--- src/rtl/fetch_buffer_pkg.sv ---
// Shared types, constants and PC slicing helpers for the instruction fetch buffer.
package fetch_buffer_pkg;

    localparam int VADDR_BITS  = 39;
    localparam int FETCH_WIDTH = 4;
    localparam int INST_BYTES  = 4;
    localparam int INST_BITS   = INST_BYTES * 8;
    localparam int PKT_BITS    = FETCH_WIDTH * INST_BITS;
    localparam int OFF_W       = $clog2(FETCH_WIDTH);
    localparam int OFF_LSB     = $clog2(INST_BYTES);
    localparam int LINE_LSB    = OFF_LSB + OFF_W;
    localparam int NENQ_W      = OFF_W + 1;

    typedef struct packed {
        logic [PKT_BITS-1:0]   data;
        logic [VADDR_BITS-1:0] pc;
    } FetchPacketST;

    typedef struct packed {
        logic [INST_BITS-1:0]  inst;
        logic [VADDR_BITS-1:0] pc;
    } FetchInstST;

    // Index of the first valid instruction slot inside the fetch packet.
    function automatic logic [OFF_W-1:0] pc_slot_off(input logic [VADDR_BITS-1:0] pc);
        return pc[LINE_LSB-1:OFF_LSB];
    endfunction

    // Packet-aligned portion of the PC, shared by every slot of the packet.
    function automatic logic [VADDR_BITS-LINE_LSB-1:0] pc_line(input logic [VADDR_BITS-1:0] pc);
        return pc[VADDR_BITS-1:LINE_LSB];
    endfunction

    // PC of slot k within the packet addressed by pc.
    function automatic logic [VADDR_BITS-1:0] slot_pc(input logic [VADDR_BITS-1:0] pc,
                                                      input logic [OFF_W-1:0]      k);
        return {pc_line(pc), k, {OFF_LSB{1'b0}}};
    endfunction

endpackage

--- src/rtl/fetch_buffer_if.sv ---
// Enqueue / dequeue / flush bundle between the fetch unit, the buffer and decode.
interface fetch_buffer_if #(
    parameter int NUM_ENTRIES = 16,
    parameter int DEQ_WIDTH   = 2
);
    import fetch_buffer_pkg::*;

    logic                            enq_valid;
    logic                            enq_ready;
    logic [PKT_BITS-1:0]             enq_data;
    logic [VADDR_BITS-1:0]           enq_pc;
    logic [DEQ_WIDTH-1:0]            deq_valid;
    logic [DEQ_WIDTH*INST_BITS-1:0]  deq_inst;
    logic [DEQ_WIDTH*VADDR_BITS-1:0] deq_pc;
    logic                            deq_ready;
    logic                            flush;
    logic [$clog2(NUM_ENTRIES):0]    count;

    // Fetch / decode side driving the buffer.
    modport master (
        output enq_valid, enq_data, enq_pc, deq_ready, flush,
        input  enq_ready, deq_valid, deq_inst, deq_pc, count
    );

    // The buffer itself.
    modport slave (
        input  enq_valid, enq_data, enq_pc, deq_ready, flush,
        output enq_ready, deq_valid, deq_inst, deq_pc, count
    );

endinterface

--- src/rtl/fetch_buffer_expand.sv ---
// Splits one fetch packet into per-slot instruction/PC pairs and marks the live slots.
module fetch_packet_expand
    import fetch_buffer_pkg::*;
(
    input  FetchPacketST           i_pkt,
    output logic [FETCH_WIDTH-1:0] o_slot_valid,
    output FetchInstST             o_slot [FETCH_WIDTH],
    output logic [NENQ_W-1:0]      o_nenq
);

    logic [OFF_W-1:0] w_off;

    assign w_off = pc_slot_off(i_pkt.pc);

    // Slot k carries word k; slots below the PC offset precede the fetch target and are dropped.
    always_comb begin
        for (int k = 0; k < FETCH_WIDTH; k++) begin
            o_slot_valid[k] = (k >= int'(w_off));
            o_slot[k].inst  = i_pkt.data[k*INST_BITS +: INST_BITS];
            o_slot[k].pc    = slot_pc(i_pkt.pc, OFF_W'(k));
        end
        o_nenq = NENQ_W'(FETCH_WIDTH) - NENQ_W'(w_off);
    end

endmodule

--- src/rtl/fetch_buffer.sv ---
// Circular instruction queue between the I-cache response and decode.
// Full packets are accepted only with room for FETCH_WIDTH slots; up to
// DEQ_WIDTH in-order instructions are offered per cycle; flush empties it.
module fetch_buffer #(
    parameter int NUM_ENTRIES = 16,
    parameter int DEQ_WIDTH   = 2
) (
    input logic          clock,
    input logic          reset,
    fetch_buffer_if.slave io
);
    import fetch_buffer_pkg::*;

    localparam int PTR_W = $clog2(NUM_ENTRIES);
    localparam int CNT_W = PTR_W + 1;

    FetchInstST             r_mem [NUM_ENTRIES];
    logic [PTR_W-1:0]       r_head;
    logic [PTR_W-1:0]       r_tail;
    logic [CNT_W-1:0]       r_count;

    FetchPacketST           w_pkt;
    logic [FETCH_WIDTH-1:0] w_slot_valid;
    FetchInstST             w_slot [FETCH_WIDTH];
    logic [NENQ_W-1:0]      w_nenq;
    logic [OFF_W-1:0]       w_off;
    logic [PTR_W-1:0]       w_wr_idx [FETCH_WIDTH];
    logic                   w_enq_ready;
    logic                   w_enq_fire;
    logic                   w_deq_fire;
    logic [CNT_W-1:0]       w_ndeq;

    assign w_pkt.data = io.enq_data;
    assign w_pkt.pc   = io.enq_pc;
    assign w_off      = pc_slot_off(io.enq_pc);

    fetch_packet_expand u_expand (
        .i_pkt        (w_pkt),
        .o_slot_valid (w_slot_valid),
        .o_slot       (w_slot),
        .o_nenq       (w_nenq)
    );

    // Ready depends on registered occupancy only, so no dequeue credit and no path from flush.
    assign w_enq_ready = (r_count <= CNT_W'(NUM_ENTRIES - FETCH_WIDTH));
    assign w_enq_fire  = io.enq_valid && w_enq_ready && !io.flush;
    assign w_deq_fire  = io.deq_ready && !io.flush;
    assign w_ndeq      = (r_count > CNT_W'(DEQ_WIDTH)) ? CNT_W'(DEQ_WIDTH) : r_count;

    // Live slot k lands at tail + (k - off) so kept instructions stay contiguous.
    always_comb begin
        for (int k = 0; k < FETCH_WIDTH; k++) begin
            w_wr_idx[k] = r_tail + PTR_W'(k) - PTR_W'(w_off);
        end
    end

    // Entry storage write; contents are not reset, pointers alone define validity.
    always_ff @(posedge clock) begin
        if (w_enq_fire) begin
            for (int k = 0; k < FETCH_WIDTH; k++) begin
                if (w_slot_valid[k]) begin
                    r_mem[w_wr_idx[k]] <= w_slot[k];
                end
            end
        end
    end

    // Pointer and occupancy update; reset and flush both empty the queue.
    always_ff @(posedge clock) begin
        if (reset || io.flush) begin
            r_head  <= '0;
            r_tail  <= '0;
            r_count <= '0;
        end else begin
            if (w_deq_fire) begin
                r_head <= r_head + PTR_W'(w_ndeq);
            end
            if (w_enq_fire) begin
                r_tail <= r_tail + PTR_W'(w_nenq);
            end
            r_count <= r_count
                     - (w_deq_fire ? w_ndeq : '0)
                     + (w_enq_fire ? CNT_W'(w_nenq) : '0);
        end
    end

    // Decode lanes read straight from the head of the queue; flush masks them in its own cycle.
    always_comb begin
        for (int j = 0; j < DEQ_WIDTH; j++) begin
            io.deq_valid[j]                         = (r_count > CNT_W'(j)) && !io.flush;
            io.deq_inst[j*INST_BITS +: INST_BITS]   = r_mem[r_head + PTR_W'(j)].inst;
            io.deq_pc[j*VADDR_BITS +: VADDR_BITS]   = r_mem[r_head + PTR_W'(j)].pc;
        end
    end

    assign io.enq_ready = w_enq_ready;
    assign io.count     = r_count;

endmodule

--- src/flat_wrapper.sv ---
// flat-port wrapper written by rule: the top's interface ports become plain ports
module fetch_buffer_flat import fetch_buffer_pkg::*;
#(
    parameter int NUM_ENTRIES = 16,
    parameter int DEQ_WIDTH   = 2
)
  (clock, reset, io_enq_valid, io_enq_data, io_enq_pc, io_deq_ready, io_flush, io_enq_ready, io_deq_valid, io_deq_inst, io_deq_pc, io_count);
  fetch_buffer_if #(.NUM_ENTRIES(NUM_ENTRIES), .DEQ_WIDTH(DEQ_WIDTH)) io_i ();
  input logic clock;
  input logic reset;
  input wire logic [$bits(io_i.enq_valid)-1:0] io_enq_valid;
  input wire logic [$bits(io_i.enq_data)-1:0] io_enq_data;
  input wire logic [$bits(io_i.enq_pc)-1:0] io_enq_pc;
  input wire logic [$bits(io_i.deq_ready)-1:0] io_deq_ready;
  input wire logic [$bits(io_i.flush)-1:0] io_flush;
  output wire logic [$bits(io_i.enq_ready)-1:0] io_enq_ready;
  output wire logic [$bits(io_i.deq_valid)-1:0] io_deq_valid;
  output wire logic [$bits(io_i.deq_inst)-1:0] io_deq_inst;
  output wire logic [$bits(io_i.deq_pc)-1:0] io_deq_pc;
  output wire logic [$bits(io_i.count)-1:0] io_count;
  assign io_i.enq_valid = io_enq_valid;
  assign io_i.enq_data = io_enq_data;
  assign io_i.enq_pc = io_enq_pc;
  assign io_i.deq_ready = io_deq_ready;
  assign io_i.flush = io_flush;
  assign io_enq_ready = io_i.enq_ready;
  assign io_deq_valid = io_i.deq_valid;
  assign io_deq_inst = io_i.deq_inst;
  assign io_deq_pc = io_i.deq_pc;
  assign io_count = io_i.count;
  fetch_buffer #(.NUM_ENTRIES(NUM_ENTRIES), .DEQ_WIDTH(DEQ_WIDTH)) u_core (.clock(clock), .reset(reset), .io(io_i));
endmodule
--- config.mk ---
export PLATFORM = sky130hd
export DESIGN_NAME = fetch_buffer_flat
export DESIGN_NICKNAME = d
export VERILOG_FILES = /design/src/rtl/fetch_buffer_pkg.sv /design/src/rtl/fetch_buffer_if.sv /design/src/rtl/fetch_buffer_expand.sv /design/src/rtl/fetch_buffer.sv /design/src/flat_wrapper.sv
export SDC_FILE = /design/constraint.sdc
export NUM_CORES = 2
export LEC_CHECK = 0
export BUFFER_PORTS_ARGS = -buffer_cell sky130_fd_sc_hd__buf_4
export CAP_MARGIN = 5
export CORE_ASPECT_RATIO = 1.75
export CORE_MARGIN = 3
export CORE_UTILIZATION = 49
export CTS_BUF_LIST = sky130_fd_sc_hd__clkbuf_4
export CTS_CLUSTER_DIAMETER = 60
export DETAILED_ROUTE_END_ITERATION = 6
export MAX_ROUTING_LAYER = met4
export PLACE_DENSITY = 0.65
export SETUP_SLACK_MARGIN = 0.15
export SYNTH_ARGS = -nofsm -noshare
export SYNTH_HDL_FRONTEND = slang
export SYNTH_SLANG_ARGS = --single-unit
--- constraint.sdc ---
create_clock -name clock -period 6.71 [get_ports clock]
set_input_delay 1.342 -clock clock [delete_from_list [all_inputs] [get_ports clock]]
set_output_delay 1.342 -clock clock [all_outputs]
set_load 0.005 [all_outputs]
==> metrics <==
Sum Neg Setup Slack 0 ps; # IOs approximately 320; WP data required 5370 ps; leakage dissipation between 20 and 25 nW; Mapped Area 65,800 µm²; # hold bufs at CTS 0; placed cell area between 70,000 and 80,000 µm²; failing checks DRC; switching pwr 5.060 mW; Post-synth top cells 1,072 x edfxtp_1, 690 x mux4_2, 425 x clkbuf_1; DP Cell Count 6,403; Total Routing Usage GR 0.4039; Clock power frac 0.322; Detailed Route WL 276.9 mm; count leader, synth edfxtp_1; die width 283.0 µm; total grt overflow 0; DRT antenna net count 0; Int Pwr 12.21 mW; status finished with violations; period utilization 0.9040; Place WS around 1100 ps; vias in the first global route 53,500; Mapped Avg Cell Area 13.88 µm²; CTS resizes 0; Final Wtd Congestion about 1; die area 138,900 µm²; cell area after layout 73,570 µm²; Main synth FF type edfxtp_1; switching share of total power 0.2930; Yosys warnings 0; critical path launch point type flop; first-pass iteration count of the detailed router 7; final worst path period need 6066 ps; Rel. slew slack 0.1624; CTS Buffer Depth 4; post-CTS setup buffer count 0; Slew @ Worst Pin between 1000 and 1500 ps; Rows 177; max cap viols 0; ys async rst share 0; Peak supply drop ~0.14 mV; DRC violations left 50; Slew Limit Fails 0; CTS sink cnt approximately 1,100; Fmax 164.9 MHz; final std cells w/o fill slightly below 7,000; Port Buf Inserts 315; largest net degree at the start of global routing 83; count of final setup violators 0; Clock transition at path regs 60 ps; first-pass GRT wire length 387.8 mm; top cell type's share of synthesized area 0.4892; RSZ-0062 raised after global routing false; Yosys top cell by area edfxtp_1; skew final 61.07 ps; Reg power frac 0.480; EDFF count, synth 1,072; root buffer cell clkbuf_4; vias post-DR 53,850; Mapped Cells ~4,700; Starting DRT DRC Count 9,790; Starting Density 0.4944; Power Dens Cells 234.8 nW/µm²; DR vias/cell 7.792; fin worst setup slack 644.3 ps; #FFs+latches synth 1,121; routed len/inst 40.06 µm; nets 5,104; Die Span Y 490.8 µm; TritonCTS Buffers 284; Core ar. around 130,000 µm²; crit end category output pin; post-DP HPWL 157.4 mm; CP Max Fanout just over 70; Yosys cell types 72; Hold WC Path Type input port to flop; H-tree levels 5; endpoints failing hold 0; CTS tree yes; kind of critical path flop to output pin; initial antenna violation count 44; register area share after synthesis 0.5041; top cells by area, synth edfxtp_1 49%, mux4_2 24%, mux2i_1 4.1%, a22oi_1 3.0%, clkbuf_1 2.4%; Comb power frac 0.197; CP Data Arrival Time roughly 4700 ps; P&R area growth vs syn 11.80%; layout cells sized above 1 0.3361; clock latency at the later pin of the worst-skew pair 1280 ps
## layout make-up
cell class / count / area [µm²]
tap: 1790 / 2240
inverter: 27 / 101.3
sequential: 1121 / 33190
clock buffer: 382 / 2868
fill: 10790 / 59530
antenna: 57 / 142.6
timing repair buffer: 496 / 4174
multi-input combinational: 2969 / 30530
clock inverter: 69 / 319.1
## registers in the layout, summed over array words and instances (netlist names), named ones only
signal,cells
u_core.r_head,4
u_core.r_tail,4
u_core.io.count,5
u_core.r_mem,1104
## routing by layer
| layer | up-vias | share of wire | GRT usage |
|---|---|---|---|
| met1 | 26490 | 0.31 | 0.4570 |
| met5 | - | 0 | - |
| li1 | 19900 | - | - |
| met4 | 0 | 0.094 | 0.3014 |
| met2 | 5664 | 0.44 | 0.5810 |
| met3 | 1793 | 0.15 | 0.1560 |
## final timing paths
kind | start | end | slack (ps) | depth (start not counted)
setup / recovery | u_core.r_head[0]$_SDFFE_PP0P_ | io_deq_inst[62] | 640 | 5
setup reg to reg | u_core.r_tail[1]$_SDFFE_PP0P_ | u_core.r_mem[10][11]$_DFFE_PP_ | 2190 | 10
hold / removal | io_deq_ready | flop | 350 | 2
hold reg to reg | u_core.r_mem[13][1]$_SDFFE_PP1P_ | u_core.r_mem[13][1]$_SDFFE_PP1P_ | 500 | 1
## power by group through the flow
stage / Sequential [mW] / Combinational (mW) / Clock (mW)
2_1_floorplan: 8.34 / 2.04 / 0
3_3_place_gp: 8.41 / 3.27 / 0
3_5_place_dp: 8.43 / 3.30 / 0
4_1_cts: 8.28 / 3.32 / 5.60
5_1_grt: 8.31 / 3.52 / 5.95
6_report: 8.30 / 3.41 / 5.57
## metrics by stage
step	total power, mW	hold WS [ps]	utilization
global placement	11.68	462.1	0.5277
global route	17.78	268.9	0.5526
CTS	17.19	262.7	0.5517
finish	17.27	350.5	0.5527
floorplan	10.38	438.2	-
detailed placement	11.73	463.6	0.5277
## worst max-delay path: stages, from the launching register on
cell	delay, ps
dfxtp_4	740
buf_12	510
buf_4	660
mux4_2	620
mux4_2	540
buf_4	170
## cell usage in the layout (no fill, tap or decap), types with 9 or more instances in the layout
master,Yosys,final
clkbuf_4,0,382
o31ai_1,21,21
buf_4,9,460
nand4_1,31,31
ha_1,24,23
o21ai_1,25,24
a31oi_1,189,187
a311o_1,11,11
a221o_1,19,19
inv_1,27,27
a21oi_1,167,166
or3_1,11,9
o22ai_1,9,9
nand2b_1,10,9
a31o_2,12,12
o21ai_0,240,240
nor2b_1,43,42
a22oi_1,260,260
diode_2,0,57
edfxtp_1,1072,1072
nand2_1,327,312
a211oi_1,9,9
nor2_1,272,265
nor3_2,5,12
a221oi_1,128,128
buf_12,0,36
clkinv_1,0,53
mux2i_1,270,270
nand2_2,2,15
dfxtp_1,49,44
nand3_1,70,55
mux4_2,690,690
nand3_4,0,12
## logic make-up after synthesis
logic type      after synthesis  share of synthesized area
other cells                   2                  0.0001141
buf+inv                     657                    0.04006
simple gates                841                    0.05769
xor+xnor                     17                   0.002909
flops                      1121                     0.5041
mux                         960                     0.2772
fa+ha+maj                    33                   0.007301
compound gates             1111                     0.1106
Note: power is estimated with default switching activity, not from simulation.
